**config.mk**
```make
export PLATFORM = sky130hd
export DESIGN_NAME = mem_stall_ctrl
export DESIGN_NICKNAME = d
export VERILOG_FILES = /design/src/rtl/mem_stall_ctrl_pkg.sv /design/src/rtl/mem_timeout_ctr.sv /design/src/rtl/mem_stall_ctrl.sv
export SDC_FILE = /design/constraint.sdc
export NUM_CORES = 1
export LEC_CHECK = 0
export CAP_MARGIN = 20
export CORE_MARGIN = 4
export CORE_UTILIZATION = 46
export DETAILED_ROUTE_END_ITERATION = 8
export PLACE_DENSITY = 0.84
export RECOVER_POWER = 100
export SYNTH_ARGS = -nofsm -noshare
export SYNTH_HDL_FRONTEND = slang
export SYNTH_SLANG_ARGS = --single-unit
```
**constraint.sdc**
```tcl
create_clock -name clk -period 5.5 [get_ports clk]
set_input_delay 1.1 -clock clk [delete_from_list [all_inputs] [get_ports clk]]
set_output_delay 1.1 -clock clk [all_outputs]
set_load 0.01 [all_outputs]
```
**src/rtl/mem_stall_ctrl_pkg.sv**
```systemverilog
// Shared CPU package: memory-stage FSM encoding and wait-timeout default.
package mem_stall_ctrl_pkg;

    typedef enum logic [1:0] {
        IDLE = 2'b00,
        BUSY = 2'b01,
        DONE = 2'b10
    } mem_state_e;

    localparam logic [7:0] TIMEOUT_DEFAULT = 8'd200;

    // The wait expires on the last permitted BUSY cycle, not one after it.
    function automatic logic wait_expired(input logic [7:0] count, input logic [7:0] limit);
        return count == (limit - 8'd1);
    endfunction

endpackage

```
**src/rtl/mem_timeout_ctr.sv**
```systemverilog
// 8-bit saturating wait counter; clr has priority over en.
module mem_timeout_ctr (
    input  logic       clk,
    input  logic       rst,
    input  logic       clr,
    input  logic       en,
    output logic [7:0] count
);

    logic [7:0] count_q;
    logic [7:0] count_d;

    always_comb begin
        count_d = count_q;
        if (clr) begin
            count_d = '0;
        end else if (en && (count_q != '1)) begin
            count_d = count_q + 8'd1;
        end
    end

    always_ff @(posedge clk or posedge rst) begin
        if (rst) begin
            count_q <= '0;
        end else begin
            count_q <= count_d;
        end
    end

    assign count = count_q;

endmodule

```
**src/rtl/mem_stall_ctrl.sv**
```systemverilog
// EX/MEM stall controller: launches one multi-cycle memory access at a time,
// stalls the pipeline until completion or timeout, and presents the result.
module mem_stall_ctrl
    import mem_stall_ctrl_pkg::*;
#(
    parameter logic [7:0] TIMEOUT = TIMEOUT_DEFAULT
) (
    input  logic        clk,
    input  logic        rst,
    input  logic        Mem_en,
    input  logic        Mem_read,
    input  logic        Mem_write,
    input  logic [15:0] address,
    input  logic [15:0] write_data,
    input  logic        halt,
    input  logic        flush,
    output logic        mem_req,
    output logic        mem_wr,
    output logic [15:0] mem_addr,
    output logic [15:0] mem_wdata,
    input  logic [15:0] mem_rdata,
    input  logic        mem_done,
    output logic        stall,
    output logic [15:0] data_read,
    output logic        wb_valid,
    output logic        mem_misalign,
    output logic        timeout_err
);

    mem_state_e  state_q, state_d;
    logic        drop_q, drop_d;
    logic        wr_q, wr_d;
    logic [15:0] addr_q, addr_d;
    logic [15:0] wdata_q, wdata_d;
    logic [15:0] rdata_q, rdata_d;

    logic        start;
    logic        ctr_clr;
    logic        ctr_en;
    logic [7:0]  wait_cnt;

    logic        req_c, wr_c, stall_c, wb_c, terr_c;

    mem_timeout_ctr u_timeout_ctr (
        .clk   (clk),
        .rst   (rst),
        .clr   (ctr_clr),
        .en    (ctr_en),
        .count (wait_cnt)
    );

    assign start = (state_q == IDLE) && Mem_en && (Mem_read || Mem_write) &&
                   !address[0] && !halt && !flush;

    always_comb begin
        state_d = state_q;
        drop_d  = drop_q;
        wr_d    = wr_q;
        addr_d  = addr_q;
        wdata_d = wdata_q;
        rdata_d = rdata_q;
        ctr_clr = 1'b0;
        ctr_en  = 1'b0;
        req_c   = 1'b0;
        wr_c    = 1'b0;
        stall_c = 1'b0;
        wb_c    = 1'b0;
        terr_c  = 1'b0;

        unique case (state_q)
            IDLE: begin
                if (start) begin
                    req_c   = 1'b1;
                    wr_c    = Mem_write;
                    stall_c = 1'b1;
                    wr_d    = Mem_write;
                    addr_d  = address;
                    wdata_d = write_data;
                    ctr_clr = 1'b1;
                    state_d = BUSY;
                end else begin
                    wb_c = !flush;
                end
            end
            BUSY: begin
                stall_c = 1'b1;
                wr_c    = wr_q;
                ctr_en  = !mem_done;
                if (flush) begin
                    drop_d = 1'b1;
                end
                // mem_done takes priority over an expiry in the same cycle.
                if (mem_done) begin
                    state_d = DONE;
                    if (!wr_q) begin
                        rdata_d = mem_rdata;
                    end
                end else if (wait_expired(wait_cnt, TIMEOUT)) begin
                    terr_c  = 1'b1;
                    state_d = DONE;
                    if (!wr_q) begin
                        rdata_d = '0;
                    end
                end
            end
            DONE: begin
                wr_c    = wr_q;
                wb_c    = !drop_q;
                drop_d  = 1'b0;
                state_d = IDLE;
            end
            default: begin
                state_d = IDLE;
            end
        endcase
    end

    always_ff @(posedge clk or posedge rst) begin
        if (rst) begin
            state_q <= IDLE;
            drop_q  <= 1'b0;
            wr_q    <= 1'b0;
            addr_q  <= '0;
            wdata_q <= '0;
            rdata_q <= '0;
        end else begin
            state_q <= state_d;
            drop_q  <= drop_d;
            wr_q    <= wr_d;
            addr_q  <= addr_d;
            wdata_q <= wdata_d;
            rdata_q <= rdata_d;
        end
    end

    // Combinational outputs are forced low while reset is held.
    assign mem_req      = req_c   && !rst;
    assign mem_wr       = wr_c    && !rst;
    assign stall        = stall_c && !rst;
    assign wb_valid     = wb_c    && !rst;
    assign timeout_err  = terr_c  && !rst;
    assign mem_misalign = Mem_en && address[0] && (state_q == IDLE) && !rst;
    assign mem_addr     = addr_q;
    assign mem_wdata    = wdata_q;
    assign data_read    = rdata_q;

endmodule

```
Word-level counts from Yosys, hierarchy flattened
Cells that the tools add are included.
{"block": "totals", "romBits": 0, "output_inout_bits": 54, "reg_bits": 60, "latchBits": 0, "input_bits": 56, "n_memories": 0, "mem_bits_rw": 0, "wordCells": 69}
{"block": "classes", "n_eq_ne": 7, "n_shift": 0, "magnitude_cmp": 0, "n_reduce_logical": 30, "multipliers": 0, "addsub": 1, "bitwise": 1, "n_mux": 23, "n_div": 0}
{"operator": "16-bit 2-to-1 mux", "n": 4}
{"operator": "8-bit 2-to-1 mux", "n": 2}
{"operator": "1-bit logical AND", "n": 14}
{"operator": "1-bit 2-to-1 mux", "n": 9}
{"operator": "8-bit by 1-bit adder with 8-bit output (second input constant)", "n": 1}
{"operator": "8-bit == test (second input constant)", "n": 1}
{"operator": "8-bit != test (second input constant)", "n": 1}
{"operator": "1-bit one-hot mux with 2 select lines", "n": 4}
{"operator": "1-bit logical NOT", "n": 6}
{"operator": "2-bit 2-to-1 mux", "n": 3}
{"operator": "2-bit AND reduction", "n": 3}
{"operator": "2-bit nonzero test", "n": 3}
{"operator": "2-bit != test (second input constant)", "n": 2}
{"operator": "2-bit one-hot mux with 2 select lines", "n": 1}
{"operator": "3-bit != test (second input constant)", "n": 1}
{"operator": "3-bit AND reduction", "n": 1}
{"operator": "2-bit by 1-bit == test with 1-bit output (second input constant)", "n": 1}
{"operator": "2-bit == test (second input constant)", "n": 1}
{"operator": "2-bit logical NOT", "n": 1}
{"operator": "2-bit OR reduction", "n": 1}
{"operator": "1-bit logical OR", "n": 1}
{"operator": "1-bit NOT", "n": 1}

Longest topological paths before layout
Gate-level depths: netlist (run 1).
{"block": "logic_depth", "word_depth": 9, "ltp_mapped": 8, "mapped_depth_nobuf": 6}

Modules after synthesis
A second synthesis (run 1) with hierarchy kept.
{"block": "unflattened", "cells_unflattened": 229, "area_unflattened_um2": 2788.9}
{"module": "mem_stall_ctrl", "seq_area_each_um2": 1301.2, "instances": 1, "cells_each": 180, "area_each_um2": 2284.7}
{"module": "mem_timeout_ctr", "seq_area_each_um2": 200.2, "instances": 1, "cells_each": 49, "area_each_um2": 504.2}

Worst setup path after synthesis (run 1)
No wires, ideal clock.
{"block": "synth_path", "path_type": "in2out", "from": "input port rst", "to": "output port mem_misalign", "n_path_buf": 0, "required_ns": 4.400, "path_stages": 2, "arrival_time_ns": 2.773, "slack_ns": 1.627, "path_cell_list": "inv_1 > and4_1"}
{"block": "synth_via", "elab_chain_cells": 2}
{"item": "start: declaration", "line_no": "mem_stall_ctrl.sv:9", "source": "input logic rst,"}
{"item": "1-bit logical NOT (no line)"}
{"item": "1-bit logical AND", "line_no": "mem_stall_ctrl.sv:142", "source": "assign mem_misalign = Mem_en && address[0] && (state_q == IDLE) && !rst;"}
{"item": "end: declaration", "line_no": "mem_stall_ctrl.sv:26", "source": "output logic mem_misalign,"}
No other way between the ends.

Final worst setup path (run 1)
{"block": "layout_path", "from": "input port mem_done", "to": "register rdata_q[1] (netlist: data_read[1])"}
{"block": "layout_via", "elab_chain_cells": 2, "word_cells_on_any_way": 3, "classes_between": "mux: 1; reduce/logical: 2"}
{"item": "start: declaration", "line_no": "mem_stall_ctrl.sv:22", "source": "input logic mem_done,"}
{"item": "2-bit nonzero test (no line)"}
{"item": "3-bit AND reduction (no line)"}
{"item": "end signal: assignment", "line_no": "mem_stall_ctrl.sv:132", "source": "rdata_q <= rdata_d;"}
{"item": "end: declaration", "line_no": "mem_stall_ctrl.sv:35", "source": "logic [15:0] rdata_q, rdata_d;"}
Parallel ways exist; a longest one is shown, timed or not.
A chain may end at the register's enable or synchronous reset.

==> results of run 1 <==
## metrics by stage
| stage | setup slack [ns] | util | cell area [µm²] | hold WS (ns) |
|---|---|---|---|---|
| 3_5_place_dp | 1.33 | 0.686 | 3850 | 0.479 |
| 2_1_floorplan | 1.63 | - | 2720 | 0.448 |
| 3_3_place_gp | 1.35 | 0.686 | 3850 | 0.467 |
| 5_1_grt | 0.781 | 0.717 | 4020 | 0.509 |
| 4_1_cts | 1.34 | 0.722 | 4050 | 0.494 |
| 6_report | 1.11 | 0.717 | 4020 | 0.496 |
## per-layer routing
layer | share of wire | wire, µm
met5 | 0 | 0
met4 | 0.022 | 142
met3 | 0.062 | 392
met2 | 0.49 | 3100
met1 | 0.43 | 2690
## worst reg2reg max path: stages, from the launching register on
cell	delay, ns
dfrtp_1	0.38
ha_1	0.20
and3_1	0.25
a21oi_1	0.11
nor3_1	2.04
mux2i_1	0.27
## flip-flops by register name, indices dropped and copies added, names as in the netlist
register and flops:
mem_addr 16, wr_q 1, drop_q 1, u_timeout_ctr.count 8
mem_wdata 16, state_q 2, data_read 16
## synth_stat cells (3+ instances only)
master and count:
mux2i_1 18, xnor2_1 3, inv_1 23, mux2_1 3
ha_1 6, dfrtp_1 60, nor2_1 9, buf_2 4
a21oi_1 4, nand2_1 24, mux2_2 29, nor3_1 4
## kinds of logic (layout without fill, tap and decap cells)
family	after synthesis	count (layout)	synth area share
AOI/OAI and AO/OA	19	19	0.0525
xor gates and xnor gates	4	4	0.0129
buffers and inverters	31	150	0.0562
adders and majority gates	6	6	0.0276
and+or+nand+nor	50	50	0.0990
DFF	60	60	0.553
muxes	50	50	0.199
## power groups by stage
stage | Sequential, mW | Combinational, mW | Clock (mW)
after floorplan | 0.820 | 0.307 | 0
after global routing | 0.768 | 0.818 | 0.426
after global placement | 0.744 | 0.800 | 0
final | 0.738 | 0.744 | 0.393
after CTS | 0.749 | 0.826 | 0.404
after detailed placement | 0.756 | 0.822 | 0
## cells in the final DEF (no fill, tap or decap), types with 2 or more instances in the layout
cell | netlist | layout
inv_1 | 23 | 22
clkdlybuf4s50_1 | 0 | 51
nand3_1 | 2 | 2
o21ai_0 | 2 | 2
nor2_1 | 9 | 9
dlygate4sd3_1 | 0 | 58
mux2i_1 | 18 | 18
a22oi_1 | 2 | 2
mux2_2 | 29 | 29
nand2_1 | 24 | 24
dfrtp_1 | 60 | 60
ha_1 | 6 | 6
a21oi_1 | 4 | 5
nand2b_1 | 1 | 2
clkinv_2 | 0 | 2
xnor2_1 | 3 | 3
nor3_1 | 4 | 5
clkbuf_8 | 0 | 10
clkinvlp_4 | 0 | 2
o211ai_1 | 2 | 2
mux2_1 | 3 | 3
## worst max path at each step
stage,to,slack [ns],cells past startpoint
after floorplan,mem_misalign,1.63,2
final,data_read[1],1.11,4
after detailed placement,timeout_err,1.33,4
after global placement,timeout_err,1.35,4
after global routing,data_read[1],0.78,4
after CTS,timeout_err,1.34,4
## cell type report
type | count | area (µm²)
clock buffer | 10 | 138
fill | 408 | 1590
inverter | 23 | 86.3
multi-input combinational | 129 | 1040
timing repair buffer | 111 | 1100
tap | 72 | 90.1
clock inverter | 6 | 63.8
sequential | 60 | 1500
==> metrics.csv, run 1 <==
metric,value,unit
r2r_setup_slack,2.02,ns
met3_usage,0.0476,
min_period,4.39,ns
rsz0062_at_grt,false,
drt-total-wl,6320,µm
stdcell_count,411,
irDropWorstVdd,0.225,mV
yosysUniqueCellTypes,40,
use_met2,0.305,
synth_top_area_cell,dfrtp_1,
r2r-start,u_timeout_ctr.count[0],
htree_levels,3,
coreArea,5610,µm²
synth-seq-cells,60,
grt_start_max_net_pins,61,
finClkSkew,0.00748,ns
layout.nets,396,
crit_required,5.60,ns
comb_power_share,0.397,
cts_tree,built,
cts-resized-gates,0,
end_kind,register,
min_period_over_period,0.798,
hp-start,mem_addr[0],
insertion_delay,0.33,ns
p_sw,0.599,mW
track_usage,0.185,
drc,0,
cp_max_fo,19,
fmaxAchievable,228,MHz
avgRoutedWirePerCell,15.4,µm
cts_hold_repair.buffers,0,
grt_pass1_wl,10500,µm
numCtsBuffers,9,
start_util,0.484,
hold_violations,0,
internal_power,1.28,mW
die_area,7200,µm²
max_slew_margin,-0.810,
ios,110,
clkPwrFrac,0.210,
cp_num_buf_inv,1,
hold_path_depth,1,
placed_cells,395,
r2r-end,data_read[1],
tightest_slew,2.69,ns
antennaDiodeCount,0,
yosysSeqAreaShare,0.553,
die_width,84.8,µm
setup_viol,0,
clk_pin_slew,0.07,ns
slowest_stage,nor3_1,
synthesis.nets,282,
cts.sinks,60,
pwr_density_cell,466,nW/µm²
outcome,"complete, but fails checks",
met1_usage,0.229,
cts_setup_buffers,0,
synth_top_area_frac,0.553,
die_h,84.8,µm
synth_area_leaders,"dfrtp_1 (55%), mux2_2 (12%), mux2i_1 (6.6%), nand2_1 (3.3%), inv_1 (3.2%)",
cp_top_family,simple AND/OR/NAND/NOR gates,
place_congestion,0.840,
busiest_layer,met2,
antenna_found_initial,0,
syn2layout_area_growth,48.0,%
power_frac_seq,0.394,
ant_nets,0,
critPathMaxStageDelay,2.04,ns
async_reset_ff_frac,1.00,
crit_start,mem_done,
vias,2046,
synth_edf_count,0,
synth_area,2720,µm²
finalMaxSlewViolations,55,
violations,"max-capacitance violations, max-slew violations",
syn_avg_cell_area,12.3,µm²
cp_cell_sequence,dlygate4sd3_1 -> a21oi_1 -> nor3_1 -> mux2i_1,
core.rowCount,27,
synthCells,220,
cts_buffer_depth,2,
critical_path_class,input port to register,
tns,0,ns
yosys_warnings,0,
hold_class,register to register,
grt_pass1_vias,2123,
start_kind,input port,
p_sw_frac,0.320,
hpwl,4770,µm
hold-path-endpoint,mem_addr[0],
total_power,1.87,mW
maxCapViolations,2,
overflow,0,
leakage,1.87,nW
drive_gt1_frac,0.145,
cts_root_buffer,clkbuf_8,
synth_top_flop_cell,dfrtp_1,
worst-r2r-cell-count,5,
first_iter_violations,86,
firstDrtPassIters,4,
io_buffers,109,
cp.arrival,4.49,ns
viasPerCell,4.98,
(Power assumes the default switching activity.)
==> run 2: changes to the inputs <==
--- a/config.mk
+++ b/config.mk
@@ -7,9 +7,9 @@
 export LEC_CHECK = 0
 export CAP_MARGIN = 20
 export CORE_MARGIN = 4
-export CORE_UTILIZATION = 46
+export CORE_UTILIZATION = 39
 export DETAILED_ROUTE_END_ITERATION = 8
-export PLACE_DENSITY = 0.84
+export PLACE_DENSITY = 0.75
 export RECOVER_POWER = 100
 export SYNTH_ARGS = -nofsm -noshare
 export SYNTH_HDL_FRONTEND = slang
==> constraint.sdc (replaced) <==
create_clock -name clk -period 3.78 [get_ports clk]
set_input_delay 0.756 -clock clk [delete_from_list [all_inputs] [get_ports clk]]
set_output_delay 0.756 -clock clk [all_outputs]
set_load 0.01 [all_outputs]
==> run 2 against run 1 <==
Compared with the run above:
- the run now ends clean
- first-iteration DRC count shrank 73%
- cell count grew 6.6%
- combinational power grew 47%
- sequential share of layout area shrank 0.50 points
- count of clock-buffer cells in the layout grew 2
- non-clock buffer count grew 3
- critical endpoint is now mem_wr
- largest cell class unchanged
- highest routed layer unchanged
==> metrics.csv, run 2 (synthesis gave the netlist of run 1 again) <==
metric,value,unit
fin_ws,0.285,ns
grt_pass1_vias,2257,
place_congestion,0.740,
cp_max_fo,3,
fin_util,0.600,
coreArea,6790,µm²
cp.arrival,2.74,ns
cts_tree,built,
ant_nets,0,
hold_violations,0,
track_usage,0.159,
io_buffers,109,
cts_setup_buffers,0,
min_period,3.49,ns
tns,0,ns
first_iter_violations,23,
ios,110,
pwr_density_cell,670,nW/µm²
cts_root_buffer,clkbuf_8,
clk_pin_slew,0.06,ns
grt_pass1_wl,10700,µm
insertion_delay,0.33,ns
start_util,0.400,
critical_path_class,input port to output pin,
firstDrtPassIters,4,
die_width,91.5,µm
drc,0,
htree_levels,3,
die_h,91.5,µm
hold_class,register to register,
detailedPlace.worstSlack,0.536,ns
viasPerCell,4.67,
drive_gt1_frac,0.149,
total_power,2.73,mW
cp_cell_sequence,dlygate4sd3_1 -> and4bb_1 -> o211a_1 -> a22oi_1 -> nor3_1 -> dlygate4sd3_1,
cts-resized-gates,0,
core.rowCount,30,
finClkSkew,0.00882,ns
start_kind,input port,
maxCapViolations,0,
cts_buffer_depth,2,
critPathMaxStageDelay,0.65,ns
syn2layout_area_growth,50.0,%
final_common_cell,dfrtp_1,
crit_top_cell,dlygate4sd3_1,
leakage,1.89,nW
layout.nets,399,
end_kind,output pin,
crit_required,3.02,ns
vias,2046,
grt_start_max_net_pins,61,
final_cell_mix,"dfrtp_1 (60), dlygate4sd3_1 (57), clkdlybuf4s50_1 (52)",
avgRoutedWirePerCell,14.4,µm
overflow,0,
irDropWorstVdd,0.326,mV
cts.sinks,60,
die_area,8360,µm²
antenna_found_initial,0,
hpwl,4490,µm
drt-total-wl,6300,µm
max_slew_margin,0.0215,
finalMaxSlewViolations,0,
min_period_over_period,0.925,
slowest_stage,dlygate4sd3_1,
antennaDiodeCount,0,
fin_hold_ws,0.480,ns
outcome,"complete, no violations",
tightest_slew,1.47,ns
numCtsBuffers,9,
cts_hold_repair.buffers,0,
rsz0062_at_grt,false,
setup_viol,0,
fmaxAchievable,286,MHz
==> run 2: metrics by stage <==
stage	std cells	cell area [µm²]
finish	438	4080
global placement	422	3900
global route	438	4080
floorplan	220	2720
CTS	438	4090
detailed placement	422	3900
==> run 2: layout make-up <==
class / count / area [µm²]
repair buffers: 114 / 1110
fillers: 587 / 2720
inverters: 23 / 86.3
clock inverters: 4 / 48.8
flip-flops and latches: 60 / 1500
multi-input cells: 129 / 1060
clock buffers: 12 / 145
well taps: 96 / 120
==> run 2: final timing paths <==
| check | from | to | slack, ns | depth (start not counted) |
|---|---|---|---|---|
| max in group asynchronous | rst | mem_addr[9] | 1.29 | 3 |
| max reg2reg | u_timeout_ctr.count[0] | data_read[5] | 1.37 | 6 |
| min reg2reg | mem_addr[0] | mem_addr[0] | 0.48 | 1 |
| max | halt | mem_wr | 0.29 | 6 |
| min in group asynchronous | rst | state_q[1] | 1.58 | 3 |
| min | mem_addr[0] | mem_addr[0] | 0.48 | 1 |
==> run 2: report_power, final <==
part / leakage, nW / internal [mW] / switching (mW)
logic: 1.02 / 0.615 / 0.472
registers: 0.762 / 0.920 / 0.151
clock network: 0.100 / 0.322 / 0.250
==> run 2: worst max-delay path: cells and delay by family <==
kind	cells	cell delay, ns
buffers and inverters	2	1.19
AOI/OAI and AO/OA	2	0.27
and+or+nand+nor	2	0.54
==> run 2: routing by layer <==
| metal | vias to the layer above | share of wire | global-route usage |
|---|---|---|---|
| met5 | - | 0 | 0 |
| met4 | 0 | 0.015 | 0.0691 |
| met3 | 12 | 0.075 | 0.0489 |
| met1 | 987 | 0.42 | 0.189 |
| met2 | 73 | 0.49 | 0.265 |
| li1 | 974 | - | - |
